`config.mk`:
```
export PLATFORM = sky130hd
export DESIGN_NAME = ssm_rd_ctrl_flat
export DESIGN_NICKNAME = d
export VERILOG_FILES = /design/src/rtl/ssm_pkg.sv /design/src/rtl/ssm_rd_ctrl_if.sv /design/src/rtl/ssm_len_table.sv /design/src/rtl/ssm_rd_ctrl.sv /design/src/flat_wrapper.sv
export SDC_FILE = /design/constraint.sdc
export NUM_CORES = 1
export LEC_CHECK = 0
export ABC_AREA = 1
export CORE_MARGIN = 2
export CORE_UTILIZATION = 49
export DETAILED_ROUTE_END_ITERATION = 12
export PLACE_DENSITY = 0.81
export REMOVE_ABC_BUFFERS = 1
export SLEW_MARGIN = 20
export SYNTH_ARGS = -nofsm -noshare
export SYNTH_HDL_FRONTEND = slang
export SYNTH_SLANG_ARGS = --single-unit
```
`constraint.sdc`:
```
create_clock -name clk -period 2.7 [get_ports clk]
set_input_delay 0.54 -clock clk [delete_from_list [all_inputs] [get_ports clk]]
set_output_delay 0.54 -clock clk [all_outputs]
set_load 0.02 [all_outputs]
```
`src/rtl/ssm_pkg.sv`:
```
// Shared definitions for the packet-snapshot RAM read side: address split,
// header codes and the read controller state encoding.
package ssm_pkg;

  localparam int SLOTS      = 16;
  localparam int SLOT_WORDS = 128;
  localparam int SLOT_W     = 4;
  localparam int WORD_W     = 7;
  localparam int ADDR_W     = SLOT_W + WORD_W;
  localparam int DATA_W     = 134;
  localparam int TS_WORD    = 5;

  localparam logic [1:0] HDR_HEAD = 2'b01;
  localparam logic [1:0] HDR_MID  = 2'b11;
  localparam logic [1:0] HDR_TAIL = 2'b10;

  typedef enum logic [2:0] {
    IDLE,
    WAIT_WR,
    READ,
    DRAIN,
    CLEAR
  } state_t;

endpackage

```
`src/rtl/ssm_rd_ctrl_if.sv`:
```
// RAM read port plus the replayed output stream of the snapshot reader.
interface ssm_rd_ctrl_if;

  logic [ssm_pkg::ADDR_W-1:0] ssm_rd_addr;
  logic                       ssm_rd_en;
  logic [ssm_pkg::DATA_W-1:0] ssm_rdata;
  logic                       in_ssm_rd_alf;
  logic [ssm_pkg::DATA_W-1:0] out_ssm_rd_data;
  logic                       out_ssm_rd_data_wr;
  logic                       out_ssm_rd_valid;
  logic                       out_ssm_rd_valid_wr;

  modport master (
    output ssm_rd_addr, ssm_rd_en,
    output out_ssm_rd_data, out_ssm_rd_data_wr, out_ssm_rd_valid, out_ssm_rd_valid_wr,
    input  ssm_rdata, in_ssm_rd_alf
  );

  modport slave (
    input  ssm_rd_addr, ssm_rd_en,
    input  out_ssm_rd_data, out_ssm_rd_data_wr, out_ssm_rd_valid, out_ssm_rd_valid_wr,
    output ssm_rdata, in_ssm_rd_alf
  );

endinterface

```
`src/rtl/ssm_len_table.sv`:
```
// Per-slot last-word index table: one write port, one async read port,
// whole-table clear.
module ssm_len_table
  import ssm_pkg::*;
(
  input  logic              clk,
  input  logic              rst,
  input  logic              clr,
  input  logic              we,
  input  logic [SLOT_W-1:0] waddr,
  input  logic [WORD_W-1:0] wdata,
  input  logic [SLOT_W-1:0] raddr,
  output logic [WORD_W-1:0] rdata
);

  logic [WORD_W-1:0] mem [SLOTS];

  always_ff @(posedge clk) begin
    if (rst || clr) begin
      for (int i = 0; i < SLOTS; i++) mem[i] <= '0;
    end else if (we) begin
      mem[waddr] <= wdata;
    end
  end

  assign rdata = mem[raddr];

endmodule

```
`src/rtl/ssm_rd_ctrl.sv`:
```
// Snoops committed packets in the snapshot RAM, replays them in slot order
// on a host start, then asks the write engine to clear.
//
// state   | meaning
// IDLE    | snooping only, waiting for ctrl_rd_start
// WAIT_WR | start accepted mid-packet, waiting for its tail
// READ    | issuing RAM reads slot by slot
// DRAIN   | last read data still in flight
// CLEAR   | reset_wr asserted, counters and length table cleared
module ssm_rd_ctrl
  import ssm_pkg::*;
#(
  parameter int CLR_CYCLES = 2
) (
  input  logic              clk,
  input  logic              rst,
  input  logic [ADDR_W-1:0] mon_wr_addr,
  input  logic [1:0]        mon_wr_hdr,
  input  logic              mon_wr_en,
  input  logic              ctrl_rd_start,
  ssm_rd_ctrl_if.master     rd,
  output logic              reset_wr,
  output logic [4:0]        pkt_num,
  output logic              busy,
  output logic              overflow
);

  localparam int CNT_W = $clog2(CLR_CYCLES + 1);

  state_t            state, state_nxt;
  logic              in_pkt;
  logic [4:0]        snap;
  logic [SLOT_W-1:0] slot;
  logic [WORD_W-1:0] word;
  logic [WORD_W-1:0] len_rd;
  logic [CNT_W-1:0]  clr_cnt;
  logic              rd_q, last_q;

  logic head, tail, commit_ok, rd_go, last, slot_final, enter_read;
  logic [4:0] pkt_num_nxt;

  assign head        = mon_wr_en && (mon_wr_hdr == HDR_HEAD);
  assign tail        = mon_wr_en && (mon_wr_hdr == HDR_TAIL);
  assign commit_ok   = tail && (state != CLEAR) && (pkt_num < 5'(SLOTS));
  assign pkt_num_nxt = pkt_num + 5'(commit_ok);
  assign rd_go       = (state == READ) && !rd.in_ssm_rd_alf;
  assign last        = (word == len_rd);
  assign slot_final  = ({1'b0, slot} == snap - 5'd1);
  assign enter_read  = (state != READ) && (state_nxt == READ);

  ssm_len_table u_len (
    .clk   (clk),
    .rst   (rst),
    .clr   (state == CLEAR),
    .we    (commit_ok),
    .waddr (mon_wr_addr[ADDR_W-1:WORD_W]),
    .wdata (mon_wr_addr[WORD_W-1:0]),
    .raddr (slot),
    .rdata (len_rd)
  );

  always_ff @(posedge clk) begin
    if (rst) state <= IDLE;
    else     state <= state_nxt;
  end

  always_comb begin
    state_nxt = state;
    case (state)
      IDLE: begin
        if (ctrl_rd_start) begin
          if (in_pkt)             state_nxt = WAIT_WR;
          else if (pkt_num == '0) state_nxt = CLEAR;
          else                    state_nxt = READ;
        end
      end
      // the tail commits on this edge, so READ starts on the following cycle
      WAIT_WR: if (tail) state_nxt = READ;
      READ:    if (rd_go && last && slot_final) state_nxt = DRAIN;
      DRAIN:   state_nxt = CLEAR;
      CLEAR:   if (clr_cnt == CNT_W'(CLR_CYCLES - 1)) state_nxt = IDLE;
      default: state_nxt = IDLE;
    endcase
  end

  always_comb begin
    rd.ssm_rd_en   = 1'b0;
    rd.ssm_rd_addr = '0;
    reset_wr       = 1'b0;
    busy           = 1'b0;
    if (rd_go) begin
      rd.ssm_rd_en   = 1'b1;
      rd.ssm_rd_addr = {slot, word};
    end
    if (state == CLEAR) reset_wr = 1'b1;
    if (state != IDLE)  busy = 1'b1;
  end

  always_ff @(posedge clk) begin
    if (rst) begin
      in_pkt                 <= 1'b0;
      pkt_num                <= '0;
      overflow               <= 1'b0;
      snap                   <= '0;
      slot                   <= '0;
      word                   <= '0;
      clr_cnt                <= '0;
      rd_q                   <= 1'b0;
      last_q                 <= 1'b0;
      rd.out_ssm_rd_data     <= '0;
      rd.out_ssm_rd_data_wr  <= 1'b0;
      rd.out_ssm_rd_valid    <= 1'b0;
      rd.out_ssm_rd_valid_wr <= 1'b0;
    end else begin
      if (tail)      in_pkt <= 1'b0;
      else if (head) in_pkt <= 1'b1;

      if (state == CLEAR) begin
        pkt_num  <= '0;
        overflow <= 1'b0;
      end else if (tail) begin
        if (commit_ok) pkt_num  <= pkt_num_nxt;
        else           overflow <= 1'b1;
      end

      // snapshot includes a commit landing on the entry edge itself
      if (enter_read) begin
        snap <= pkt_num_nxt;
        slot <= '0;
        word <= '0;
      end else if (rd_go) begin
        if (last) begin
          word <= '0;
          slot <= slot + SLOT_W'(1);
        end else begin
          word <= word + WORD_W'(1);
        end
      end

      if (state == CLEAR) clr_cnt <= clr_cnt + CNT_W'(1);
      else                clr_cnt <= '0;

      rd_q                   <= rd_go;
      last_q                 <= rd_go && last;
      rd.out_ssm_rd_data_wr  <= rd_q;
      rd.out_ssm_rd_valid    <= rd_q && last_q;
      rd.out_ssm_rd_valid_wr <= rd_q && last_q;
      if (rd_q) rd.out_ssm_rd_data <= rd.ssm_rdata;
    end
  end

endmodule

```
`src/flat_wrapper.sv`:
```
// flat-port wrapper written by rule: the top's interface ports become plain ports
module ssm_rd_ctrl_flat import ssm_pkg::*;
#(
  parameter int CLR_CYCLES = 2
)
  (clk, rst, mon_wr_addr, mon_wr_hdr, mon_wr_en, ctrl_rd_start, reset_wr, pkt_num, busy, overflow, rd_ssm_rd_addr, rd_ssm_rd_en, rd_out_ssm_rd_data, rd_out_ssm_rd_data_wr, rd_out_ssm_rd_valid, rd_out_ssm_rd_valid_wr, rd_ssm_rdata, rd_in_ssm_rd_alf);
  ssm_rd_ctrl_if rd_i ();
  input  logic clk;
  input  logic rst;
  input  logic [ADDR_W-1:0] mon_wr_addr;
  input  logic [1:0] mon_wr_hdr;
  input  logic mon_wr_en;
  input  logic ctrl_rd_start;
  output logic reset_wr;
  output logic [4:0] pkt_num;
  output logic busy;
  output logic overflow;
  output wire logic [$bits(rd_i.ssm_rd_addr)-1:0] rd_ssm_rd_addr;
  output wire logic [$bits(rd_i.ssm_rd_en)-1:0] rd_ssm_rd_en;
  output wire logic [$bits(rd_i.out_ssm_rd_data)-1:0] rd_out_ssm_rd_data;
  output wire logic [$bits(rd_i.out_ssm_rd_data_wr)-1:0] rd_out_ssm_rd_data_wr;
  output wire logic [$bits(rd_i.out_ssm_rd_valid)-1:0] rd_out_ssm_rd_valid;
  output wire logic [$bits(rd_i.out_ssm_rd_valid_wr)-1:0] rd_out_ssm_rd_valid_wr;
  input wire logic [$bits(rd_i.ssm_rdata)-1:0] rd_ssm_rdata;
  input wire logic [$bits(rd_i.in_ssm_rd_alf)-1:0] rd_in_ssm_rd_alf;
  assign rd_ssm_rd_addr = rd_i.ssm_rd_addr;
  assign rd_ssm_rd_en = rd_i.ssm_rd_en;
  assign rd_out_ssm_rd_data = rd_i.out_ssm_rd_data;
  assign rd_out_ssm_rd_data_wr = rd_i.out_ssm_rd_data_wr;
  assign rd_out_ssm_rd_valid = rd_i.out_ssm_rd_valid;
  assign rd_out_ssm_rd_valid_wr = rd_i.out_ssm_rd_valid_wr;
  assign rd_i.ssm_rdata = rd_ssm_rdata;
  assign rd_i.in_ssm_rd_alf = rd_in_ssm_rd_alf;
  ssm_rd_ctrl #(.CLR_CYCLES(CLR_CYCLES)) u_core (.clk(clk), .rst(rst), .mon_wr_addr(mon_wr_addr), .mon_wr_hdr(mon_wr_hdr), .mon_wr_en(mon_wr_en), .ctrl_rd_start(ctrl_rd_start), .rd(rd_i), .reset_wr(reset_wr), .pkt_num(pkt_num), .busy(busy), .overflow(overflow));
endmodule
```
==> impl_metrics.toml <==
[clocking]
clockRootBuffer = "clkbuf_16"
clock-sinks = 282
cts_setup_buffers = 0
htree_num_levels = 1
clk_latency_ns = 0.56
cts_tree = "done"
numCtsBuffers = 30
clockBufferDepth = 3
path_clk_slew_ns = 0.06

[synthesis]
synth_top_family_by_area = "simple AND/OR/NAND/NOR gates"
ys_top_cells_by_count = "nor2_1 (443), nand2_1 (205), dfxtp_1 (170), o21ai_0 (149), edfxtp_1 (112)"
ys_async_sr_fraction = 0
synth.avg_cell_area_um2 = 8.32
synth_top_area_frac = 0.291
yosysWarnings = 0
synthMuxAreaShare = 0
synth_xor_area_frac = 0.0112
syn-instance-count = 1406
synth.most_common_cell = "nor2_1"
yosysSeqAreaShare = 0.579
yosys.area.top_type = "dfxtp_1"
syn_area_um2 = 11700
synth_area_leaders = "dfxtp_1 (29%), edfxtp_1 (29%), nor2_1 (14%), nand2_1 (6.6%), o21ai_0 (6.4%)"
synthDistinctLibCells = 34
synthSimpleGateAreaFrac = 0.266
synth-seq-cells = 282
synth_compound_area_frac = 0.0800
synth_edf_count = 112
synth_ff_type = "dfxtp_1"
synth_adder_area_share = 0.00642

[floorplanning]
io_pins = 309
start_util = 0.498
rows = 56
die_w_um = 158
die-area_um2 = 25100
core_area_um2 = 23500
dieHeight_um = 158

[sta]
setup_violations = 0
clock_skew_ns = 0.0262
fin_crit_ns = 2.54
max_freq_ghz = 0.394
tns_ns = 0
worst_slew_pin_slew_ns = 0.805
post-route-period-util = 0.939
drv_slew = 0
slew_headroom = 0.463
hold_violations = 0
rsz0062_at_grt = "no"

[finish]
drive_above_1_share = 0.0694
syn_to_final_growth_pct = 39.0
final_core_util = 0.692
fin_nets = 1863

[routing]
first_pass_iters = 5
vias = 10627
drc = 0
wl_mm = 36.4
viasPerCell = 5.16
drt-initial-drc-count = 871
ant_nets = 0
wire_per_inst_um = 17.7

[critical_path]
critPathKind = "flop to output port"
crit_path_frequent_cell = "inv_2"
critPathTopFamily = "buffers and inverters"
cp_cell_sequence = "nor3_2 -> inv_2 -> nor2_8 -> inv_2 -> nor2_1 -> dlygate4sd2_1"
max_stage_delay_ns = 0.37
cp-start-kind = "flop"
slowest_stage = "dlygate4sd2_1"
critical_path_buf_inv_count = 3
cp.arrival_ns = 2.00
cp_max_fo = 12
cp_data_required_time_ns = 2.16
endpoint_kind = "output port"

[power_and_ir_drop]
peakVddDrop_mv = 0.490
powerDensity_nw_per_um2 = 646
power.leakage_nw = 6.89
finalPower_mw = 10.5

[place]
port_buffers = 308
gp_congestion = 0.894
dp_hpwl_mm = 24.6

[global_route]
grt_util_all_layers = 0.285
antenna_found_initial = 10
overflow = 0
grt_max_degree = 141
grt_pass1_vias = 10477
grt_pass1_wl_mm = 55.1

[status]
status = "finished clean"

[job]
drv_cap = 0

[worst_hold_path]
hold_path.class = "flop to flop"
==> worst register-to-register path: stages (launching register included) <==
cell	delay, ns
dfxtp_2	0.53
buf_4	0.39
nor2_1	0.12
nor2_1	0.09
o21ai_1	0.09
nand3_1	0.13
nand3_1	0.13
nand2_1	0.09
nand2_1	0.05
nand2_1	0.07
nand2_2	0.09
nor2_8	0.19
nand3_4	0.12
nand2_1	0.09
a21oi_1	0.09
==> sequential cells by signal, summed over array words and instances, names as in the netlist, named ones only <==
| signal | cells |
|---|---|
| u_core.in_pkt | 1 |
| u_core.rd.out_ssm_rd_valid | 1 |
| u_core.state | 3 |
| u_core.slot | 4 |
| u_core.snap | 5 |
| u_core.rd.out_ssm_rd_data_wr | 1 |
| u_core.overflow | 1 |
| u_core.pkt_num | 5 |
| u_core.rd_q | 1 |
| u_core.u_len.mem | 112 |
| u_core.last_q | 1 |
| u_core.word | 7 |
| u_core.rd.out_ssm_rd_data | 134 |
| u_core.clr_cnt | 2 |
==> where the power goes <==
group,total (mW),leakage (nW),internal [mW],switching (mW)
combinational,1.17,3.78,0.501,0.667
clock,4.50,0.549,2.82,1.68
sequential,4.83,2.55,4.72,0.108
==> stage by stage <==
step	setup WS (ns)	hold slack [ns]	cell area, um2	instances
2_1_floorplan	-0.975	0.404	11400	1330
3_3_place_gp	0.0292	0.416	15100	1992
3_5_place_dp	-0.0271	0.423	15100	1992
4_1_cts	0.144	0.433	16200	2048
5_1_grt	0.0469	0.444	16300	2058
6_report	0.164	0.428	16300	2058
==> routing by layer <==
metal	GRT usage	vias to the layer above	wire length, um
met5	0	-	0
met4	0.126	0	1450
met3	0.100	94	3620
met2	0.492	444	18000
met1	0.319	4972	13300
li1	-	5117	-
==> layout make-up <==
cell class	count	area [um2]
fillers	1805	7220
flip-flops and latches	282	6770
multi-input cells	959	4250
repair buffers	343	3370
clock buffers	40	870
well taps	319	399
inverters	89	340
clock inverters	16	229
diodes	10	25.0
==> cell usage in the layout, fill, tap and decap left out, drive strengths merged <==
cell           instances
nor2                 447
clkdlybuf4s50        296
nand2                212
dfxtp                170
o21ai                158
edfxtp               112
inv                   89
nand3                 75
clkbuf                40
buf                   35
nor3                  16
a21oi                 15
xor2                  12
dlygate4sd2           12
diode                 10
clkinv                10
ha                     6
bufinv                 6
nand4                  5
o211ai                 3
xnor2                  3
a211oi                 2
or2                    1
o221a                  1
nand3b                 1
a31oi                  1
nor4                   1
==> cell families (layout without fill, tap and decap cells) <==
group                    Yosys count  after routing
AO/OA/AOI/OAI                    180            180
XOR/XNOR                          15             15
adder cells (fa/ha/maj)            6              6
buffers and inverters            165            488
flip-flops                       282            282
other                              0             10
AND/OR/NAND/NOR                  758            758
==> what timing repair did <==
action	in CTS	in global routing
endpoints found under the setup margin	12	0
gates resized for setup	12	0
hold buffers	0	0
==> path summary, 6_finish.rpt <==
path / from / to / cells past startpoint / slack (ns)
worst min-delay path: u_core.last_q / u_core.rd.out_ssm_rd_valid / 2 / 0.43
worst min register to register: u_core.last_q / u_core.rd.out_ssm_rd_valid / 2 / 0.43
worst max-delay path: u_core.state[0] / rd_ssm_rd_addr[7] / 6 / 0.16
worst max register to register: flop / flop / 14 / 0.32
Power figures use the tool's default switching activity.
